File: config.mk
export PLATFORM = sky130hd
export DESIGN_NAME = pool_ctrl
export DESIGN_NICKNAME = d
export VERILOG_FILES = /design/src/rtl/pool_pkg.sv /design/src/rtl/pool_addr_gen.sv /design/src/rtl/pool_ctrl.sv
export SDC_FILE = /design/constraint.sdc
export NUM_CORES = 1
export LEC_CHECK = 0
export ABC_AREA = 1
export BUFFER_PORTS_ARGS = -buffer_cell sky130_fd_sc_hd__buf_2
export CAP_MARGIN = 15
export CORE_MARGIN = 8
export CORE_UTILIZATION = 60
export CTS_CLUSTER_DIAMETER = 60
export DETAILED_ROUTE_END_ITERATION = 16
export GPL_ROUTABILITY_DRIVEN = 0
export PLACE_DENSITY = 0.86
export REMOVE_ABC_BUFFERS = 1
export SLEW_MARGIN = 10
export SYNTH_ARGS = -nofsm -noshare
export SYNTH_HDL_FRONTEND = slang
export SYNTH_SLANG_ARGS = --single-unit
File: constraint.sdc
create_clock -name clk -period 27.8 [get_ports clk]
set_input_delay 5.56 -clock clk [delete_from_list [all_inputs] [get_ports clk]]
set_output_delay 5.56 -clock clk [all_outputs]
set_load 0.05 [all_outputs]
File: src/rtl/pool_pkg.sv
// pool_pkg: shared state encoding and field widths for the max-pooling sequencer
package pool_pkg;
  localparam int AW_DEF = 24;
  localparam int DW_DEF = 16;
  localparam int SIDE_W = 8;
  localparam int KER_W = 4;
  localparam int STR_W = 2;
  localparam int CH_W = 12;
  localparam int LEN_W = 8;
  typedef enum logic [2:0] {S_IDLE, S_SETUP, S_START, S_READ, S_WAIT, S_WRITE, S_FIN} state_t;
endpackage

File: src/rtl/pool_addr_gen.sv
// pool_addr_gen: nested window/element counters with running input address adders
module pool_addr_gen import pool_pkg::*; #(
  parameter int AW = AW_DEF
) (
  input  logic              clk,
  input  logic              rst,
  input  logic              i_init,
  input  logic              i_step,
  input  logic [SIDE_W-1:0] i_side,
  input  logic [KER_W-1:0]  i_kernel,
  input  logic [STR_W-1:0]  i_stride,
  input  logic [CH_W-1:0]   i_ch,
  input  logic [AW-1:0]     i_rp,
  output logic [AW-1:0]     o_addr,
  output logic              o_last_elem,
  output logic              o_last_win
);
  localparam int PW = SIDE_W + 2;
  logic [KER_W-1:0] r_kx, r_ky;
  logic [CH_W-1:0] r_c;
  logic [PW-1:0] r_ox_pos, r_oy_pos;
  logic [AW-1:0] r_row, r_col, r_win, r_ky_base, r_addr;
  logic [AW-1:0] w_ch, w_sch, w_srp, w_nwin;
  logic w_kx_end, w_ky_end, w_c_end, w_row_end, w_map_end;
  // end-of-loop tests and stride-scaled pitches (stride is 1..3, so a shift-add suffices)
  always_comb begin
    w_ch = AW'(i_ch);
    w_sch = (i_stride[1] ? w_ch << 1 : '0) + (i_stride[0] ? w_ch : '0);
    w_srp = (i_stride[1] ? i_rp << 1 : '0) + (i_stride[0] ? i_rp : '0);
    w_kx_end = r_kx == i_kernel - KER_W'(1);
    w_ky_end = r_ky == i_kernel - KER_W'(1);
    w_c_end = r_c == i_ch - CH_W'(1);
    w_row_end = r_ox_pos + PW'(i_stride) + PW'(i_kernel) > PW'(i_side);
    w_map_end = r_oy_pos + PW'(i_stride) + PW'(i_kernel) > PW'(i_side);
    w_nwin = !w_c_end ? r_win + AW'(1) : !w_row_end ? r_col + w_sch : r_row + w_srp;
  end
  assign o_addr = r_addr;
  assign o_last_elem = w_kx_end & w_ky_end;
  assign o_last_win = w_c_end & w_row_end & w_map_end;
  // advance kx, then ky, then the window (c, ox, oy) on each step
  always_ff @(posedge clk or posedge rst) begin
    if (rst) begin
      r_kx <= '0; r_ky <= '0; r_c <= '0; r_ox_pos <= '0; r_oy_pos <= '0;
      r_row <= '0; r_col <= '0; r_win <= '0; r_ky_base <= '0; r_addr <= '0;
    end else if (i_init) begin
      r_kx <= '0; r_ky <= '0; r_c <= '0; r_ox_pos <= '0; r_oy_pos <= '0;
      r_row <= '0; r_col <= '0; r_win <= '0; r_ky_base <= '0; r_addr <= '0;
    end else if (i_step) begin
      r_kx <= w_kx_end ? '0 : r_kx + KER_W'(1);
      if (!w_kx_end) begin
        r_addr <= r_addr + w_ch;
      end else if (!w_ky_end) begin
        r_ky <= r_ky + KER_W'(1);
        r_ky_base <= r_ky_base + i_rp;
        r_addr <= r_ky_base + i_rp;
      end else begin
        r_ky <= '0;
        r_c <= w_c_end ? '0 : r_c + CH_W'(1);
        r_win <= w_nwin;
        r_ky_base <= w_nwin;
        r_addr <= w_nwin;
        if (w_c_end && !w_row_end) begin
          r_ox_pos <= r_ox_pos + PW'(i_stride);
          r_col <= w_nwin;
        end
        if (w_c_end && w_row_end) begin
          r_ox_pos <= '0;
          r_oy_pos <= r_oy_pos + PW'(i_stride);
          r_row <= w_nwin;
          r_col <= w_nwin;
        end
      end
    end
  end
endmodule

File: src/rtl/pool_ctrl.sv
// pool_ctrl: max-pooling sequencer FSM with read, pool and write handshakes
module pool_ctrl import pool_pkg::*; #(
  parameter int AW = AW_DEF,
  parameter int DW = DW_DEF
) (
  input  logic              clk,
  input  logic              rst,
  input  logic              start,
  input  logic [SIDE_W-1:0] in_side,
  input  logic [KER_W-1:0]  kernel,
  input  logic [STR_W-1:0]  stride,
  input  logic [CH_W-1:0]   channels,
  output logic              busy,
  output logic              done,
  output logic              err,
  output logic              rd_req,
  output logic [AW-1:0]     rd_addr,
  input  logic              rd_ack,
  output logic              pool_start,
  output logic [LEN_W-1:0]  pool_len,
  input  logic              pool_done,
  input  logic [DW-1:0]     pool_result,
  output logic              wr_req,
  output logic [AW-1:0]     wr_addr,
  output logic [DW-1:0]     wr_data,
  input  logic              wr_ack
);
  state_t r_state, w_nx;
  logic [SIDE_W-1:0] r_side;
  logic [KER_W-1:0] r_k;
  logic [STR_W-1:0] r_s;
  logic [CH_W-1:0] r_ch;
  logic [AW-1:0] r_rp, r_wcnt;
  logic [LEN_W-1:0] r_len;
  logic [DW-1:0] r_wdata;
  logic r_err, r_last;
  logic w_bad, w_init, w_step, w_last_elem, w_last_win;
  assign w_bad = r_k == '0 || r_s == '0 || r_ch == '0 || SIDE_W'(r_k) > r_side;
  assign busy = r_state != S_IDLE && r_state != S_FIN;
  assign done = r_state == S_FIN;
  assign err = done & r_err;
  assign rd_req = r_state == S_READ;
  assign pool_start = r_state == S_START;
  assign wr_req = r_state == S_WRITE;
  assign pool_len = r_len;
  assign wr_addr = r_wcnt;
  assign wr_data = r_wdata;
  pool_addr_gen #(.AW(AW)) u_addr (
    .clk(clk), .rst(rst), .i_init(w_init), .i_step(w_step),
    .i_side(r_side), .i_kernel(r_k), .i_stride(r_s), .i_ch(r_ch), .i_rp(r_rp),
    .o_addr(rd_addr), .o_last_elem(w_last_elem), .o_last_win(w_last_win)
  );
  // state register
  always_ff @(posedge clk or posedge rst) begin
    if (rst) r_state <= S_IDLE;
    else r_state <= w_nx;
  end
  // next state, address-generator init and per-ack step
  always_comb begin
    w_nx = r_state;
    w_init = 1'b0;
    w_step = 1'b0;
    case (r_state)
      S_IDLE:  w_nx = start ? S_SETUP : S_IDLE;
      S_SETUP: begin
        w_init = 1'b1;
        w_nx = w_bad ? S_FIN : S_START;
      end
      S_START: w_nx = S_READ;
      S_READ:  begin
        w_step = rd_ack;
        w_nx = rd_ack && w_last_elem ? S_WAIT : S_READ;
      end
      S_WAIT:  w_nx = pool_done ? S_WRITE : S_WAIT;
      S_WRITE: w_nx = wr_ack ? (r_last ? S_FIN : S_START) : S_WRITE;
      default: w_nx = S_IDLE;
    endcase
  end
  // latch configuration, derived sizes, last-window flag and window results
  always_ff @(posedge clk or posedge rst) begin
    if (rst) begin
      r_side <= '0; r_k <= '0; r_s <= '0; r_ch <= '0;
      r_rp <= '0; r_len <= '0; r_err <= 1'b0; r_last <= 1'b0;
      r_wdata <= '0; r_wcnt <= '0;
    end else begin
      if (r_state == S_IDLE && start) begin
        r_side <= in_side; r_k <= kernel; r_s <= stride; r_ch <= channels;
        r_wcnt <= '0;
      end
      if (r_state == S_SETUP) begin
        r_rp <= AW'(r_side) * AW'(r_ch);
        r_len <= LEN_W'(r_k) * LEN_W'(r_k);
        r_err <= w_bad;
      end
      if (w_step) r_last <= w_last_win;
      if (r_state == S_WAIT && pool_done) r_wdata <= pool_result;
      if (r_state == S_WRITE && wr_ack) r_wcnt <= r_wcnt + AW'(1);
    end
  end
endmodule

==> summary.md <==
| Metric | Value |
|---|---|
| EDFF count, synth | `0` |
| Critical path class | `in -> reg` |
| Syn Area/Cell | `approximately 7.3 sq um` |
| Number of global-route vias before repair | `about 21000` |
| DP Cell Count | `3521` |
| DIE AREA | `0.0430 sq mm` |
| Filler cells | `approximately 2900` |
| Slowest-stage cell, CP | `nor2_4` |
| Hpwl dp | `just under 50 mm` |
| Antenna cell count | `0` |
| Max_slew headroom | `32.8%` |
| Most used cell, CP | `inv_2` |
| Worst-Skew Late Latency | `about 0.58 ns` |
| Max Freq | `0.118 GHz` |
| Clock root buffer | `clkbuf_16` |
| Largest net degree at the start of global routing | `roughly 110` |
| Crit path largest cell delay | `between 0.7 and 0.8 ns` |
| Setup TNS Final | `0 ns` |
| M3 GR Usage | `about 6.3%` |
| Area growth, synth to finish | `8.75%` |
| Vias | `between 20000 and 25000` |
| Register area share after synthesis | `29.4%` |
| First-pass GRT wire length | `about 110 mm` |
| Die Ht | `about 210 microns` |
| RSZ-0062 raised after global routing | `no` |
| Status | `finished, final reports clean` |
| Period utilization | `a little under a third` |
| Critical-path cell list | `buf_2, nand2_1, inv_2, nor2_1, buf_4, inv_2, nand2_2, nor2_4, nand2_2, inv_2, nand3_1, o21ai_0` |
| Global route total overflow | `0` |
| Yosys warns | `0` |
| Crit Path Max Fanout | `33` |
| Startpoint Class | `primary input` |
| Tmin final | `8.48 ns` |
| Post-synth top area share | `~29%` |
| Ratio of cells with drive above 1 in the final layout | `a little under a tenth` |
| Clk slew on worst S/H paths | `about 0.060 ns` |
| Post-Synthesis Cells | `~3000` |
| Post-CTS Resized | `0` |
| Most common cell in the netlist | `nand2_1` |
| CTS max path bufs | `3` |
| Post-synth top cells | `782 x nand2_1, 514 x inv_1, 258 x dfrtp_1, 190 x nand3_1, 178 x nor2_1` |
| CTS tree | `done` |
| Post-synth ARST share | `100%` |
| Tot GR Track Use | `29.9%` |
| Width of the chip | `207 microns` |
| Seq cells post-synth | `258` |
| Initial core utilization | `60.5%` |
| Crit end category | `flip-flop` |
| Row count | `70` |
| Arrival time worst endpoint | `about 9.0 ns` |
| # Post-CTS Setup Buffers | `0` |
| Port buffer count | `124` |
| Clk sink count | `between 200 and 300` |
| MaxCap Viol Count | `0` |
| Sequential Area | `~0.0065 sq mm` |
| H-tree depth | `1` |
| Met2 GRT Util | `approximately half` |
| Main flop type after synthesis | `dfrtp_1` |
| Remaining antenna violation count | `0` |
| Hold-fix buffers, CTS | `0` |
| Vias per inst | `about 5.9` |
| Cell taking the most area after synthesis | `dfrtp_1` |
| Post-synthesis cell type count | `between 60 and 70` |
| First-pass DRT Iterations | `8` |
| Layout Skew | `a little under 0.03 ns` |
| Busiest layer in global routing | `met2` |
| Final WL | `approximately 65 mm` |
| Non-filler cells, final | `approximately 3600` |
| Top area cells in the synthesized netlist | `dfrtp_1 29%, nand2_1 13%, fa_1 9.0%` |
| Total CTS buffers | `29` |
| Worst-Margin Slew | `1.01 ns` |
| GRT met1 Usage | `~36%` |
| Max-slew violations | `0` |
| Final Hold Viols | `0` |
| Drt wl/cell | `18.2 microns` |
| WP data required | `roughly 28 ns` |
| Setup violations, final | `0` |
| Hold crit path type | `reg -> reg` |
| Mapped cell area | `0.0220 sq mm` |
| Core area | `0.0363 sq mm` |
| Nets | `between 3000 and 4000` |
| Ports | `between 100 and 150` |
| Drt initial violations | `2157` |
| DRC | `0` |
| Initial antenna violation count | `0` |
| Area of the multi-input gates | `roughly 0.013 sq mm` |
[area by class of cell]
type / count / area share, %
clock buffer: 42 / 3.61
clock inverter: 11 / 0.466
inverter: 527 / 8.31
multi-input combinational: 2134 / 55.3
sequential: 258 / 27.0
tap: 468 / 2.45
timing repair buffer: 134 / 2.91
[sequential cells by signal, indices dropped and copies added, names as in the netlist]
name,flops
u_addr.o_addr,24
u_addr.r_col,24
u_addr.r_ky_base,24
u_addr.r_row,24
u_addr.r_win,24
wr_addr,24
r_rp,20
wr_data,16
r_ch,12
u_addr.r_c,12
u_addr.r_ox_pos,10
u_addr.r_oy_pos,10
r_side,8
pool_len,7
r_k,4
u_addr.r_kx,4
u_addr.r_ky,4
r_state,3
r_s,2
r_err,1
r_last,1
[final timing paths]
kind | start | end | slack (ns) | cells past startpoint
max | rd_ack | u_addr.r_row[12] | 19.32 | 12
min | pool_len[3] | pool_len[3] | 0.47 | 2
max reg2reg | r_s[0] | u_addr.r_row[12] | 22.21 | 21
min reg2reg | pool_len[3] | pool_len[3] | 0.47 | 2
max in group asynchronous | rst | u_addr.r_win[7] | 21.13 | 3
min in group asynchronous | rst | wr_addr[12] | 5.12 | 2
[worst max-delay path: cells and delay by family]
kind	cells	cell delay, ns
and+or+nand+nor	6	1.96
buffers and inverters	5	1.26
AOI/OAI and AO/OA	1	0.13
[layout by cell type (no fill, tap or decap), drive strengths merged, types with 6 or more instances in the layout]
master    n
o31ai     6
o211ai    8
nand3   192
nor3     54
a31oi     8
nand3b   12
o21bai    6
nor2    188
mux2     22
fa       99
buf     134
o22ai    23
a21oi   153
nor4     15
nand4    48
inv     529
clkinv    7
xnor2    37
nand2   793
clkbuf   42
xor2     76
or2      28
o21ai   165
dfrtp   258
ha      155
[metrics by stage]
step / cell area (sq um) / hold WS [ns] / worst slack [ns] / utilization [%]
after floorplan: 21600 / 0.448 / 15.14 / -
after global placement: 22900 / 0.451 / 19.06 / 63.1
after detailed placement: 22900 / 0.460 / 18.90 / 63.1
after CTS: 23900 / 0.475 / 19.45 / 65.8
after global routing: 23900 / 0.516 / 19.08 / 65.8
final: 23900 / 0.475 / 19.32 / 65.8
[cell families after synthesis]
| logic type | share of synthesized area, % |
|---|---|
| buf+inv | 10.6 |
| other cells | 0.0170 |
| mux | 1.31 |
| compound gates | 10.1 |
| fa+ha+maj | 17.8 |
| xor+xnor | 4.50 |
| simple gates | 26.3 |
| flops | 29.4 |
[metal layers]
layer	vias to the layer above	wire length (microns)
met2	1196	29500
met3	300	6420
li1	9744	-
met4	0	4800
met1	9985	24300
met5	-	0
Power is left out: the tool's default activity adds up to more than one toggle a clock period on the data nets, which glitch-free logic cannot reach.
